===== src/rtl/dp_sequencer.sv =====
// dp_sequencer: multi-cycle sequencer for ARM data-processing instructions.
// Accepts a decoded instruction and its operands, evaluates the condition
// field against NZCV, drives the external ALU from registers for one EXEC
// cycle, updates NZCV when S is set and hands the result to the register file.
// Optional feature: define DP_COND_EN to enable condition-code evaluation;
// when undefined every data-processing instruction executes as AL.
module dp_sequencer (
  input  logic        CLK,
  input  logic        RESET_N,
  input  logic        INSTR_VALID,
  output logic        INSTR_READY,
  input  logic [31:0] INSTR,
  input  logic [31:0] RN_DATA,
  input  logic [31:0] OP2_DATA,
  input  logic        SHIFT_COUT,
  output logic [31:0] ALU_LEFT,
  output logic [31:0] ALU_RIGHT,
  output logic [3:0]  ALU_FN,
  output logic        ALU_CIN,
  input  logic [31:0] ALU_RESULT,
  input  logic        ALU_COUT,
  input  logic        ALU_V,
  output logic        WB_VALID,
  input  logic        WB_READY,
  output logic [3:0]  WB_RD,
  output logic [31:0] WB_DATA,
  output logic [3:0]  FLAGS
);

  typedef enum logic [1:0] {S_IDLE, S_EXEC, S_WB} state_t;

  state_t      r_state;
  logic [3:0]  r_flags;      // {N, Z, C, V}
  logic        r_s;          // latched S bit
  logic [3:0]  r_rd;         // latched destination register
  logic        r_scout;      // latched shifter carry-out
  logic [31:0] r_alu_left;
  logic [31:0] r_alu_right;
  logic [3:0]  r_alu_fn;
  logic        r_alu_cin;
  logic        r_wb_valid;
  logic [3:0]  r_wb_rd;
  logic [31:0] r_wb_data;

  logic        w_is_dp;
  logic        w_cond;
  logic        w_go;
  logic        w_cin_op;
  logic        w_arith;
  logic        w_compare;
  logic [3:0]  w_flags_next;
  logic        w_unused;

`ifdef DP_COND_EN
  // Condition check against NZCV; flags is {N, Z, C, V}.
  function automatic logic cond_pass(input logic [3:0] cc, input logic [3:0] f);
    logic n, z, c, v;
    n = f[3]; z = f[2]; c = f[1]; v = f[0];
    case (cc)
      4'b0000: cond_pass = z;
      4'b0001: cond_pass = !z;
      4'b0010: cond_pass = c;
      4'b0011: cond_pass = !c;
      4'b0100: cond_pass = n;
      4'b0101: cond_pass = !n;
      4'b0110: cond_pass = v;
      4'b0111: cond_pass = !v;
      4'b1000: cond_pass = c && !z;
      4'b1001: cond_pass = !c || z;
      4'b1010: cond_pass = (n == v);
      4'b1011: cond_pass = (n != v);
      4'b1100: cond_pass = !z && (n == v);
      4'b1101: cond_pass = z || (n != v);
      4'b1110: cond_pass = 1'b1;
      default: cond_pass = 1'b0;
    endcase
  endfunction

  assign w_cond = cond_pass(INSTR[31:28], r_flags);
`else
  assign w_cond = 1'b1;
`endif

  // Only the fields the sequencer needs are decoded; the rest belong to the
  // decoder/shifter upstream.
  assign w_unused  = &{1'b0, INSTR[31:28], INSTR[19:16], INSTR[11:0]};

  assign w_is_dp   = (INSTR[27:26] == 2'b00);
  assign w_go      = w_is_dp && w_cond;
  assign w_cin_op  = (INSTR[24:21] == 4'b0101) || (INSTR[24:21] == 4'b0110) ||
                     (INSTR[24:21] == 4'b0111);

  // Classification of the opcode currently executing.
  assign w_arith   = ((r_alu_fn >= 4'b0010) && (r_alu_fn <= 4'b0111)) ||
                     (r_alu_fn == 4'b1010) || (r_alu_fn == 4'b1011);
  assign w_compare = (r_alu_fn[3:2] == 2'b10);

  assign w_flags_next = {ALU_RESULT[31],
                         (ALU_RESULT == 32'd0),
                         w_arith ? ALU_COUT : r_scout,
                         w_arith ? ALU_V    : r_flags[0]};

  assign INSTR_READY = (r_state == S_IDLE);
  assign ALU_LEFT    = r_alu_left;
  assign ALU_RIGHT   = r_alu_right;
  assign ALU_FN      = r_alu_fn;
  assign ALU_CIN     = r_alu_cin;
  assign WB_VALID    = r_wb_valid;
  assign WB_RD       = r_wb_rd;
  assign WB_DATA     = r_wb_data;
  assign FLAGS       = r_flags;

  // Sequencer FSM: accept, one-cycle EXEC, then hold writeback until taken.
  always_ff @(posedge CLK or negedge RESET_N) begin
    if (!RESET_N) begin
      r_state     <= S_IDLE;
      r_flags     <= 4'b0000;
      r_s         <= 1'b0;
      r_rd        <= 4'd0;
      r_scout     <= 1'b0;
      r_alu_left  <= 32'd0;
      r_alu_right <= 32'd0;
      r_alu_fn    <= 4'd0;
      r_alu_cin   <= 1'b0;
      r_wb_valid  <= 1'b0;
      r_wb_rd     <= 4'd0;
      r_wb_data   <= 32'd0;
    end else begin
      case (r_state)
        S_IDLE: begin
          // NOPs and failed conditions are consumed here without any effect.
          if (INSTR_VALID && w_go) begin
            r_alu_left  <= RN_DATA;
            r_alu_right <= OP2_DATA;
            r_alu_fn    <= INSTR[24:21];
            r_alu_cin   <= w_cin_op && r_flags[1];
            r_s         <= INSTR[20];
            r_rd        <= INSTR[15:12];
            r_scout     <= SHIFT_COUT;
            r_state     <= S_EXEC;
          end
        end
        S_EXEC: begin
          if (r_s) begin
            r_flags <= w_flags_next;
          end
          if (w_compare) begin
            r_state <= S_IDLE;
          end else begin
            r_wb_valid <= 1'b1;
            r_wb_rd    <= r_rd;
            r_wb_data  <= ALU_RESULT;
            r_state    <= S_WB;
          end
        end
        S_WB: begin
          if (WB_READY) begin
            r_wb_valid <= 1'b0;
            r_state    <= S_IDLE;
          end
        end
        default: r_state <= S_IDLE;
      endcase
    end
  end

endmodule


===== config.mk =====
export PLATFORM = sky130hd
export DESIGN_NAME = dp_sequencer
export DESIGN_NICKNAME = d
export VERILOG_FILES = /design/src/rtl/dp_sequencer.sv
export SDC_FILE = /design/constraint.sdc
export NUM_CORES = 1
export LEC_CHECK = 0
export ABC_CLOCK_PERIOD_IN_PS = 2300
export CORE_MARGIN = 2
export CORE_UTILIZATION = 25
export CTS_BUF_LIST = sky130_fd_sc_hd__clkbuf_4 sky130_fd_sc_hd__clkbuf_8
export CTS_CLUSTER_DIAMETER = 100
export CTS_CLUSTER_SIZE = 16
export DETAILED_ROUTE_END_ITERATION = 8
export GPL_ROUTABILITY_DRIVEN = 0
export GPL_TIMING_DRIVEN = 0
export PLACE_DENSITY_LB_ADDON = 0.12
export SYNTH_ARGS = -nofsm -noshare
export SYNTH_HDL_FRONTEND = slang
export SYNTH_SLANG_ARGS = --single-unit

===== constraint.sdc =====
create_clock -name CLK -period 2.3 [get_ports CLK]
set_input_delay 0.69 -clock CLK [delete_from_list [all_inputs] [get_ports CLK]]
set_output_delay 0.69 -clock CLK [all_outputs]
set_load 0.01 [all_outputs]

# Yosys cells after proc, flatten, opt, wreduce, memory -nomap -nowiden
# Cells that the tools add are included.
[word_totals] ff_bits=118 in_bits=135 output_inout_bits=111 elab_cells=52
[op_classes] n_lt_le_gt_ge=2 n_eq_ne=11 mux=8 n_bitwise=1 n_reduce_logical=17
[ops] operator="32-bit zero test" count=1
[ops] operator="4-bit by 3-bit equality test with 1-bit output, second input constant" count=3
[ops] operator="4-bit equality test, second input constant" count=2
[ops] operator="2-bit AND reduction" count=4
[ops] operator="2-bit two-way mux" count=3
[ops] operator="2-bit case mux with 3 select lines" count=1
[ops] operator="3-bit AND reduction" count=2
[ops] operator="2-bit equality test, second input constant" count=2
[ops] operator="4-bit by 2-bit greater-or-equal comparator with 1-bit output, second input constant" count=1
[ops] operator="4-bit by 3-bit <= comparator with 1-bit output, second input constant" count=1
[ops] operator="2-bit zero test" count=2
[ops] operator="1-bit logical OR" count=4
[ops] operator="2-bit != test, second input constant" count=2
[ops] operator="1-bit logical AND" count=3
[ops] operator="1-bit two-way mux" count=3
[ops] operator="2-bit by 1-bit equality test with 1-bit output, second input constant" count=1
[ops] operator="2-bit by 1-bit != test with 1-bit output, second input constant" count=1
[ops] operator="1-bit case mux with 2 select lines" count=1
[ops] operator="2-bit nonzero test" count=1
[ops] operator="1-bit inverter" count=1

# Depth between registers and ports, before layout
# Gate-level depths: netlist (run 1).
[depth] ltp_word=5 mapped_depth=5 mapped_depth_nobuf=3

# Worst setup path after synthesis (run 1)
# Ideal clock, no wire load.
[synth_timing] path_kind="input to register" start="input INSTR[27]" end="register r_alu_left[10] (netlist: ALU_LEFT[10])" setup_ps=125 arrival_ps=1489 t_required_ps=2175 setup_slack_ps=686 stages=5 path_buffers=2 path_cell_list="nor2_1 nand3_2 buf_6 buf_6 mux2_4"
[synth_between] elab_chain_cells=3
[synth_rtl] item="start: declaration" line="12" text="input logic [31:0] INSTR,"
[synth_rtl] item="2-bit zero test" line="88" text="assign w_is_dp = (INSTR[27:26] == 2'b00);"
[synth_rtl] item="1-bit logical AND" line="132" text="if (INSTR_VALID && w_go) begin"
[synth_rtl] item="2-bit AND reduction (no line)"
[synth_rtl] item="end signal: assignment" line="121" text="r_alu_left <= 32'd0;"
[synth_rtl] item="end signal: assignment" line="133" text="r_alu_left <= RN_DATA;"
[synth_rtl] item="end: declaration" line="37" text="logic [31:0] r_alu_left;"
# Every way passes these cells.
# A chain may end at the register's enable or synchronous reset.

# Final worst setup path (run 1)
[layout_timing] start="register r_alu_fn[2] (netlist: ALU_FN[2])" end="output ALU_FN[2]"
[layout_rtl] item="start: declaration" line="39" text="logic [3:0] r_alu_fn;"
[layout_rtl] item="start signal: assignment" line="135" text="r_alu_fn <= INSTR[24:21];"
[layout_rtl] item="end: declaration" line="18" text="output logic [3:0] ALU_FN,"
# No word-level cell between the ends.

==> results of run 1 <==
stage by stage:
step	hold WS (ns)	TNS [ns]
final	0.211	0
after global routing	0.216	0
after CTS	0.187	0
after detailed placement	0.473	0
after global placement	0.467	-505.71
after floorplan	0.394	0
cell families after synthesis:
kind of cell	Yosys count	share of synthesized area, %
multiplexers	112	31.0
buffers and inverters	14	2.39
AND/OR/NAND/NOR	30	3.71
AO/OA/AOI/OAI	6	0.815
flip-flops	118	62.1
how the worst max path moves through the flow:
stage                   startpoint            to  slack (ns)  cells past startpoint
finish                   ALU_FN[2]     ALU_FN[2]        0.21                      1
detailed placement  ALU_RESULT[17]      FLAGS[2]        0.15                      4
global route             ALU_FN[2]     ALU_FN[2]        0.14                      1
CTS                      ALU_FN[2]     ALU_FN[2]        0.17                      1
global placement           RESET_N   ALU_LEFT[7]       -4.29                      1
floorplan                INSTR[27]  ALU_LEFT[10]        0.69                      5
layer usage:
metal | track usage [%] | up-vias
met3 | 6.70 | 12
met4 | 4.95 | 0
met5 | 0 | -
met1 | 15.6 | 1569
met2 | 19.0 | 141
li1 | - | 1495
cell usage after synthesis, types with 3 or more instances:
cell	n
buf_6	7
nor4_1	8
nor2_1	3
mux2_2	55
nand2_1	6
nand2b_1	4
dfrtp_1	118
mux2_4	57
buf_2	4
cell type report:
type / count / area (um2) / share of cell area (%)
tap: 234 / 293 / 3.82
sequential: 118 / 2950 / 38.5
clock buffer: 20 / 263 / 3.43
inverter: 2 / 7.51 / 0.0979
clock inverter: 10 / 83.8 / 1.09
timing repair buffer: 225 / 2270 / 29.6
multi-input combinational: 148 / 1690 / 22.0
buffer: 12 / 106 / 1.39
cells in the final DEF (no fill, tap or decap), drive strengths merged:
cell / count
clkdlybuf4s50: 222
dfrtp: 118
mux2: 112
clkbuf: 20
nor3: 1
nand3: 2
a21bo: 1
nor2: 4
clkinvlp: 2
o31ai: 1
nand3b: 2
nand2: 6
bufinv: 1
a31oi: 1
nand4: 2
and3b: 1
nand2b: 4
buf: 14
dlygate4sd2: 1
nor4: 8
inv: 2
o21ai: 2
clkinv: 7
a21oi: 1
worst register-to-register path: stages (launching register included):
cell and delay [ns]:
dfrtp_1 0.42, nand2b_1 0.17, nand3b_1 0.10, buf_4 0.21, buf_6 0.20, mux2_4 0.32
registers in the layout (all words and copies together) (netlist names):
name and flops:
ALU_CIN 1, ALU_FN 4, ALU_LEFT 32, ALU_RIGHT 32, FLAGS 4, WB_DATA 32, WB_RD 4, WB_VALID 1
r_rd 4, r_s 1, r_scout 1, r_state 2
power by group through the flow:
stage | Combinational (W) | Sequential, W | Clock [W]
global placement | 0.00285 | 0.00310 | 0
global route | 0.00301 | 0.00319 | 0.00190
finish | 0.00282 | 0.00309 | 0.00170
CTS | 0.00287 | 0.00309 | 0.00180
floorplan | 0.000850 | 0.00339 | 0
detailed placement | 0.00286 | 0.00312 | 0
==> flow_summary_export.csv, run 1 <==
group,metric,value,unit
critical_path,crit_path_max_fanout,5,
global_route,grt_first_pass_wirelength,19600,um
floorplanning,die_h,142,um
yosys,yosysWarningCount,0,
power_and_ir_drop,ir_drop,0.351,mV
layout,n_fill_cell,1718,
critical_path,critical_path_arrival,1.40,ns
critical_path,regToRegStartpoint,"ALU_FN[2]",
sta,rsz0062_at_grt,"false",
clocking,root_buffer,"clkbuf_8",
yosys,synth-async-reset-ratio,100,%
sta,finalSetupViolations,0,
critical_path,crit_type,"flip-flop to output pin",
floorplanning,die_w,142,um
clocking,cts_resized,1,
clocking,cts.reportedPaths.clkPinSlew,0.07,ns
detailed_routing,m1WireLength,5290,um
detailed_routing,vias_per_cell,4.18,
yosys,synth_seq_cells,118,
layout,fin_util,41.0,%
detailed_routing,num_vias,3217,
critical_path,path_cells,"clkdlybuf4s50_1",
detailed_routing,drtIter0Drc,55,
outcome,status,"finished, final reports clean",
layout,drive_above_1_share,29.7,%
detailed_routing,highest_layer,"met4",
layout,stdcell_count,769,
floorplanning,die_area,20100,um2
sta,tightestPinTransition,0.487,ns
sta,fin_crit_sh,91.0,%
floorplanning,core-area,18700,um2
sta,finalHoldViolCount,0,
power_and_ir_drop,p_seq_share,40.5,%
detailed_routing,firstDrtPassIters,4,
detailed_routing,drc_errors,0,
global_route,grt_pass1_vias,3535,
power_and_ir_drop,p_clk_share,22.4,%
critical_path,worst_path_max_delay_cell,"clkdlybuf4s50_1",
floorplanning,start_util,25.4,%
placement,dp.cells,739,
power_and_ir_drop,internal-power,0.00551,W
critical_path,r2r_slack,0.77,ns
global_route,grt_max_degree,71,
sta,fin_skew,0.00977,ns
yosys,syn-cell-area,4760,um2
critical_path,cp-start-kind,"flip-flop",
sta,period_needed,2.09,ns
power_and_ir_drop,netSwitchingFraction,27.7,%
floorplanning,rows,50,
power_and_ir_drop,powerDensity,993,nW/um2
yosys,synth_cells,280,
layout,final_nets,659,
power_and_ir_drop,p_total,0.00761,W
critical_path,cp-end-kind,"output pin",
sta,slew_headroom,67.5,%
critical_path,path_buf_inv,1,
clocking,h-tree-depth,4,
layout,n_antenna_cell,0,
critical_path,reg2reg_to,"WB_DATA[19]",
clocking,cts_tree,"yes",
layout,fin_area,7670,um2
layout,area_growth,61.2,%
global_route,antenna_found_initial,0,
detailed_routing,wire_per_inst,16.0,um
sta,fin_ws,0.206,ns
power_and_ir_drop,p_leak,3.38,nW
yosys,ys_seq_area_share,62.1,%
detailed_routing,finalWirelength,12300,um
hold_path,hp-class,"input port to async pin",
placement,post-place-ws,0.155,ns
critical_path,crit_family,"buffers and inverters",
yosys,synth_edf_count,0,
clocking,clock-sinks,118,
placement,place_hpwl,9110,um
yosys,synth_top_area_share,62.1,%
critical_path,r2r_cells,5,
yosys,ys_top_cells_by_area,"dfrtp_1 62%, mux2_4 18%, mux2_2 13%",
clocking,clock_path_buffers,2,
floorplanning,ios,246,
job,cap_violations,0,
clocking,postCtsHoldBufs,0,
global_route,grt_overflow,0,
power_and_ir_drop,switching_power,0.00211,W
sta,maxSlewViolCount,0,
power_and_ir_drop,p_comb_share,37.1,%
yosys,ys.flop_type,"dfrtp_1",
global_route,grtUsageTotal,12.7,%
sta,fmax,0.478,GHz
detailed_routing,routed-wl-met3,1340,um
detailed_routing,antenna_left,0,
yosys,syn_avg_cell_area,17.0,um2
yosys,yosysTopAreaCell,"dfrtp_1",
clocking,clk-insertion-delay-late,0.42,ns
critical_path,cp.required,1.61,ns
critical_path,cpPeakStageDelay,0.59,ns
yosys,synth_nets,415,
clocking,post_cts_buffers,0,
detailed_routing,met2_length,5510,um
clocking,cts_buffers,17,
placement,place_area,7320,um2
placement,port_buffers,224,
yosys,ys_types,23,
No activity file was read; power rests on OpenSTA's default activity.
==> run 2: changes to the inputs <==
--- a/config.mk
+++ b/config.mk
@@ -5,9 +5,8 @@
 export SDC_FILE = /design/constraint.sdc
 export NUM_CORES = 1
 export LEC_CHECK = 0
-export ABC_CLOCK_PERIOD_IN_PS = 2300
 export CORE_MARGIN = 2
-export CORE_UTILIZATION = 25
+export CORE_UTILIZATION = 40
 export CTS_BUF_LIST = sky130_fd_sc_hd__clkbuf_4 sky130_fd_sc_hd__clkbuf_8
 export CTS_CLUSTER_DIAMETER = 100
 export CTS_CLUSTER_SIZE = 16
==> run 2 against run 1 <==
  * The run now ends with DRC left
  * Die area is 37% lower
  * Count of clock-buffer cells in the layout grew 5
  * Clock power about the same
  * Combinational power about the same
  * Worst hold slack improved by 0.025 ns
  * Total power grew 0.26%
  * Sequential power about the same
  * Utilization grew 25 points
  * Sequential share of layout area grew 0.53 points
  * Fmax is 1.5% higher
  * Non-clock buffer count unchanged
  * Cell count down 12%
  * Largest power group unchanged
==> flow_summary_export.csv, run 2 (same netlist as run 1, synthesis figures left out) <==
group,metric,value,unit
clocking,clock-sinks,118,
critical_path,worst_path_max_delay_cell,"clkdlybuf4s50_1",
critical_path,cp.required,1.61,ns
detailed_routing,drc_errors,13,
sta,fmax,0.485,GHz
sta,finalSetupViolations,0,
floorplanning,core-area,11500,um2
clocking,postCtsHoldBufs,0,
layout,n_fill_cell,908,
layout,multi_input_area,1690,um2
outcome,violations,"DRC",
layout,drive_above_1_share,29.7,%
critical_path,critical_path_arrival,1.37,ns
power_and_ir_drop,p_leak,3.39,nW
critical_path,cp-end-kind,"output pin",
sta,maxSlewViolCount,0,
placement,port_buffers,224,
power_and_ir_drop,ir_drop,0.576,mV
layout,fin_util,65.7,%
layout,final_nets,659,
global_route,grtUsageTotal,18.9,%
clocking,root_buffer,"clkbuf_8",
floorplanning,start_util,41.3,%
sta,tightestPinTransition,0.543,ns
critical_path,cpPeakStageDelay,0.56,ns
critical_path,cp-start-kind,"flip-flop",
clocking,cts_buffers,17,
global_route,grt_first_pass_wirelength,18600,um
detailed_routing,met2_length,5710,um
sta,slew_headroom,63.8,%
global_route,grt_max_degree,62,
clocking,clk-insertion-delay-late,0.42,ns
floorplanning,rows,39,
layout,final-seq-area,2950,um2
critical_path,crit_family,"buffers and inverters",
detailed_routing,routed-wl-met3,938,um
sta,fin_skew,0.00835,ns
detailed_routing,firstDrtPassIters,6,
detailed_routing,highest_layer,"met4",
sta,period_needed,2.06,ns
placement,post-place-ws,0.129,ns
clocking,cts_tree,"yes",
floorplanning,die_h,113,um
critical_path,path_cells,"clkdlybuf4s50_1",
critical_path,path_buf_inv,1,
clocking,clock_path_buffers,2,
detailed_routing,finalWirelength,11600,um
detailed_routing,m1WireLength,4730,um
job,cap_violations,0,
hold_path,hp-class,"input port to async pin",
layout,n_antenna_cell,0,
floorplanning,die_w,113,um
critical_path,regToRegStartpoint,"ALU_FN[2]",
clocking,cts.reportedPaths.clkPinSlew,0.06,ns
sta,rsz0062_at_grt,"false",
layout,layout_commonest_cell,"clkdlybuf4s50_1",
critical_path,crit_type,"flip-flop to output pin",
global_route,grt_overflow,0,
layout,layout_common_cells,"222 x clkdlybuf4s50_1, 118 x dfrtp_1, 57 x mux2_4, 55 x mux2_2, 19 x clkbuf_8",
critical_path,r2r_cells,5,
critical_path,crit_path_max_fanout,5,
floorplanning,die_area,12800,um2
detailed_routing,antenna_left,0,
floorplanning,ios,246,
detailed_routing,vias_per_cell,4.73,
sta,finalHoldViolCount,0,
sta,fin_crit_sh,89.7,%
detailed_routing,wire_per_inst,17.1,um
global_route,antenna_found_initial,0,
placement,place_hpwl,8580,um
detailed_routing,drtIter0Drc,127,
global_route,grt_pass1_vias,3533,
layout,area_growth,59.0,%
clocking,h-tree-depth,4,
power_and_ir_drop,powerDensity,1010,nW/um2
critical_path,reg2reg_to,"WB_DATA[18]",
detailed_routing,num_vias,3207,
sta,fin_ws,0.237,ns
outcome,status,"finished, violations left",
critical_path,r2r_slack,0.78,ns
run 2: cell count changes in the layout (fill, tap and decap cells not counted), sizes merged:
cell	change
clkinvlp	-2
clkbuf	+5
clkinv	-3
run 2: layer usage:
metal | vias to the layer above | global-route usage, %
met4 | 0 | 7.32
li1 | 1478 | -
met3 | 13 | 6.86
met2 | 129 | 30.3
met1 | 1587 | 23.5
met5 | - | 0
run 2: final cells by class:
type	instances	area share [%]
plain buffers	12	1.41
clock buffers	25	4.05
clock inverters	5	0.662
inverters	2	0.0993
multi-input cells	148	22.4
flip-flops and latches	118	39.0
well taps	143	2.37
repair buffers	225	30.0
run 2: how the worst max path moves through the flow:
stage / end / slack, ns / from / cells after the start
floorplan: ALU_LEFT[10] / 0.69 / INSTR[27] / 5
global placement: ALU_LEFT[8] / -4.04 / RESET_N / 1
detailed placement: ALU_LEFT[6] / 0.13 / INSTR[27] / 6
CTS: ALU_FN[2] / 0.19 / ALU_FN[2] / 1
global route: ALU_FN[2] / 0.14 / ALU_FN[2] / 1
finish: ALU_FN[2] / 0.24 / ALU_FN[2] / 1
run 2: metrics by stage:
step / cells / setup TNS (ns) / instance area [um2] / total power (W) / hold slack, ns
after floorplan: 280 / 0 / 4760 / 0.00424 / 0.394
after global placement: 647 / -475.38 / 7180 / 0.00590 / 0.460
after detailed placement: 648 / 0 / 7210 / 0.00597 / 0.466
after CTS: 678 / 0 / 7560 / 0.00774 / 0.230
after global routing: 678 / 0 / 7560 / 0.00805 / 0.240
final: 678 / 0 / 7560 / 0.00763 / 0.237
run 2: power by group:
group	switching (W)	internal (W)	total, W	leakage, nW
Combinational	0.000934	0.00190	0.00283	1.80
Clock	0.000754	0.000964	0.00172	0.194
Sequential	0.000354	0.00273	0.00308	1.40
Total	0.00204	0.00559	0.00763	3.39
run 2: worst reg2reg max path: cells and delay by family (launching register included):
family,cells,cell delay [ns]
and+or+nand+nor,2,0.26
DFF,1,0.41
muxes,1,0.32
buffers and inverters,2,0.41
run 2: what timing repair did:
item                                    4_1_cts  5_1_grt
endpoints found under the setup margin        1        0
buffers inserted                              0        0
gates resized for setup                       1        0
==> run 3: changes to the inputs <==
--- a/config.mk
+++ b/config.mk
@@ -14,6 +14,7 @@
 export GPL_ROUTABILITY_DRIVEN = 0
 export GPL_TIMING_DRIVEN = 0
 export PLACE_DENSITY_LB_ADDON = 0.12
+export SETUP_SLACK_MARGIN = 0.3
 export SYNTH_ARGS = -nofsm -noshare
 export SYNTH_HDL_FRONTEND = slang
 export SYNTH_SLANG_ARGS = --single-unit
==> run 3 against run 2 <==
  * The flow still finishes with violations (DRC)
  * Routed wire length is 0.16% higher
  * Register-to-register slack is essentially flat
  * Combinational power down 16%
  * Via count unchanged
  * Count of clock-buffer cells in the layout did not move
  * Cell count stayed put
  * Sequential share of layout area up 0.74 points
  * Critical endpoint is now INSTR_READY
  * Highest routed layer unchanged
==> flow_summary_export.csv, run 3 (same netlist as run 1, synthesis figures left out) <==
group,metric,value,unit
sta,holdWs,0.234,ns
critical_path,crit_type,"flip-flop to output pin",
critical_path,path_buf_inv,1,
layout,n_antenna_cell,0,
layout,fin_area,7420,um2
placement,post-place-ws,0.129,ns
critical_path,regToRegStartpoint,"ALU_FN[2]",
critical_path,crit_path_max_fanout,5,
power_and_ir_drop,powerDensity,965,nW/um2
clocking,cts.reportedPaths.clkPinSlew,0.06,ns
floorplanning,ios,246,
placement,place_area,7210,um2
sta,fmax,0.541,GHz
global_route,grtUsageTotal,19.0,%
detailed_routing,finalWirelength,11600,um
sta,rsz0062_at_grt,"false",
critical_path,cp.required,1.61,ns
placement,port_buffers,224,
global_route,grt_overflow,0,
power_and_ir_drop,switching_power,0.00202,W
layout,final_nets,659,
job,cap_violations,0,
placement,dp.cells,648,
placement,place_hpwl,8580,um
power_and_ir_drop,p_seq_share,42.7,%
floorplanning,die_h,113,um
detailed_routing,vias_per_cell,4.73,
layout,layout_common_cells,"118 x dfrtp_1, 112 x clkdlybuf4s50_1, 110 x dlygate4sd2_1, 57 x mux2_4, 55 x mux2_2",
critical_path,cp-start-kind,"flip-flop",
global_route,antenna_found_initial,0,
detailed_routing,firstDrtPassIters,6,
layout,fin_util,64.4,%
power_and_ir_drop,p_comb_share,33.3,%
clocking,cts_buffers,17,
power_and_ir_drop,netSwitchingFraction,28.2,%
clocking,h-tree-depth,4,
outcome,violations,"DRC",
critical_path,path_cells,"nor2_4 > clkbuf_2",
hold_path,hp-class,"input port to async pin",
clocking,clock-sinks,118,
layout,area_growth,56.0,%
floorplanning,start_util,41.3,%
floorplanning,die_w,113,um
critical_path,cpPeakStageDelay,0.44,ns
power_and_ir_drop,internal-power,0.00514,W
sta,slew_headroom,63.7,%
clocking,cts_tree,"yes",
critical_path,crit_start,"r_state[1]",
clocking,clk-insertion-delay-late,0.42,ns
detailed_routing,drtIter0Drc,119,
global_route,grt_pass1_vias,3566,
outcome,status,"finished, violations left",
clocking,root_buffer,"clkbuf_8",
floorplanning,core-area,11500,um2
detailed_routing,wire_per_inst,17.1,um
power_and_ir_drop,p_leak,3.57,nW
layout,stdcell_count,678,
critical_path,worst-path-stages,2,
critical_path,reg2reg_to,"WB_DATA[18]",
power_and_ir_drop,ir_drop,0.554,mV
critical_path,crit_family,"flip-flops",
detailed_routing,antenna_left,0,
critical_path,cp-end-kind,"output pin",
sta,maxSlewViolCount,0,
floorplanning,rows,39,
sta,finalHoldViolCount,0,
power_and_ir_drop,p_clk_share,24.0,%
global_route,grt_first_pass_wirelength,18700,um
clocking,postCtsHoldBufs,0,
critical_path,critical_path_arrival,1.16,ns
detailed_routing,num_vias,3207,
sta,period_needed,1.85,ns
layout,drive_above_1_share,29.9,%
detailed_routing,drc_errors,13,
critical_path,worst_path_max_delay_cell,"dfrtp_1",
critical_path,r2r_cells,5,
sta,fin_skew,0.00782,ns
global_route,grt_max_degree,62,
sta,tightestPinTransition,0.545,ns
sta,fin_ws,0.453,ns
layout,layout_commonest_cell,"dfrtp_1",
sta,fin_crit_sh,80.3,%
floorplanning,die_area,12800,um2
sta,finalSetupViolations,0,
critical_path,worstSetupEndpoint,"INSTR_READY",
clocking,clock_path_buffers,2,
critical_path,r2r_slack,0.79,ns
==> run 3: cell types whose count changed in the layout (fill, tap and decap cells not counted), sizes merged <==
cell,previous run,this run
clkdlybuf4s50,222,112
dlygate4sd2,1,110
clkbuf,25,26
==> run 3: layout make-up <==
class | instances | area (um2)
fillers | 941 | 4100
flip-flops and latches | 118 | 2950
repair buffers | 225 | 2130
multi-input cells | 148 | 1690
clock buffers | 25 | 307
well taps | 143 | 179
plain buffers | 12 | 106
clock inverters | 5 | 50.0
inverters | 2 | 7.51
==> run 3: what timing repair did <==
action,in CTS,in global routing
buffers inserted,0,0
cloned,0,0
endpoints found under the hold margin,0,0
pin swaps,0,0
setup endpoints to repair,111,1
resized for setup,111,2
==> run 3: how the worst min path moves through the flow <==
stage / startpoint / end / slack (ns)
finish: RESET_N / WB_DATA[6] / 0.23
global route: RESET_N / WB_DATA[6] / 0.24
CTS: RESET_N / WB_RD[3] / 0.23
detailed placement: FLAGS[3] / FLAGS[3] / 0.47
global placement: FLAGS[2] / FLAGS[2] / 0.46
floorplan: RESET_N / ALU_CIN / 0.39
==> run 3: metal layers <==
layer	vias to the layer above	GRT usage (%)	part of all wire, %
met5	-	0	0
met4	0	7.97	2.1
met3	15	6.86	8.2
met2	132	30.3	49
met1	1581	23.4	41
li1	1479	-	-
==> run 3: power by group through the flow <==
stage / sequential, W / clock, W / combinational (W)
after floorplan: 0.00339 / 0 / 0.000850
after global placement: 0.00308 / 0 / 0.00282
after detailed placement: 0.00312 / 0 / 0.00285
after CTS: 0.00306 / 0.00179 / 0.00242
after global routing: 0.00315 / 0.00189 / 0.00254
final: 0.00306 / 0.00172 / 0.00238
==> run 3: stage by stage <==
stage | TNS, ns | total power [W]
detailed placement | 0 | 0.00597
global route | 0 | 0.00758
global placement | -475.38 | 0.00590
floorplan | 0 | 0.00424
finish | 0 | 0.00716
CTS | 0 | 0.00727
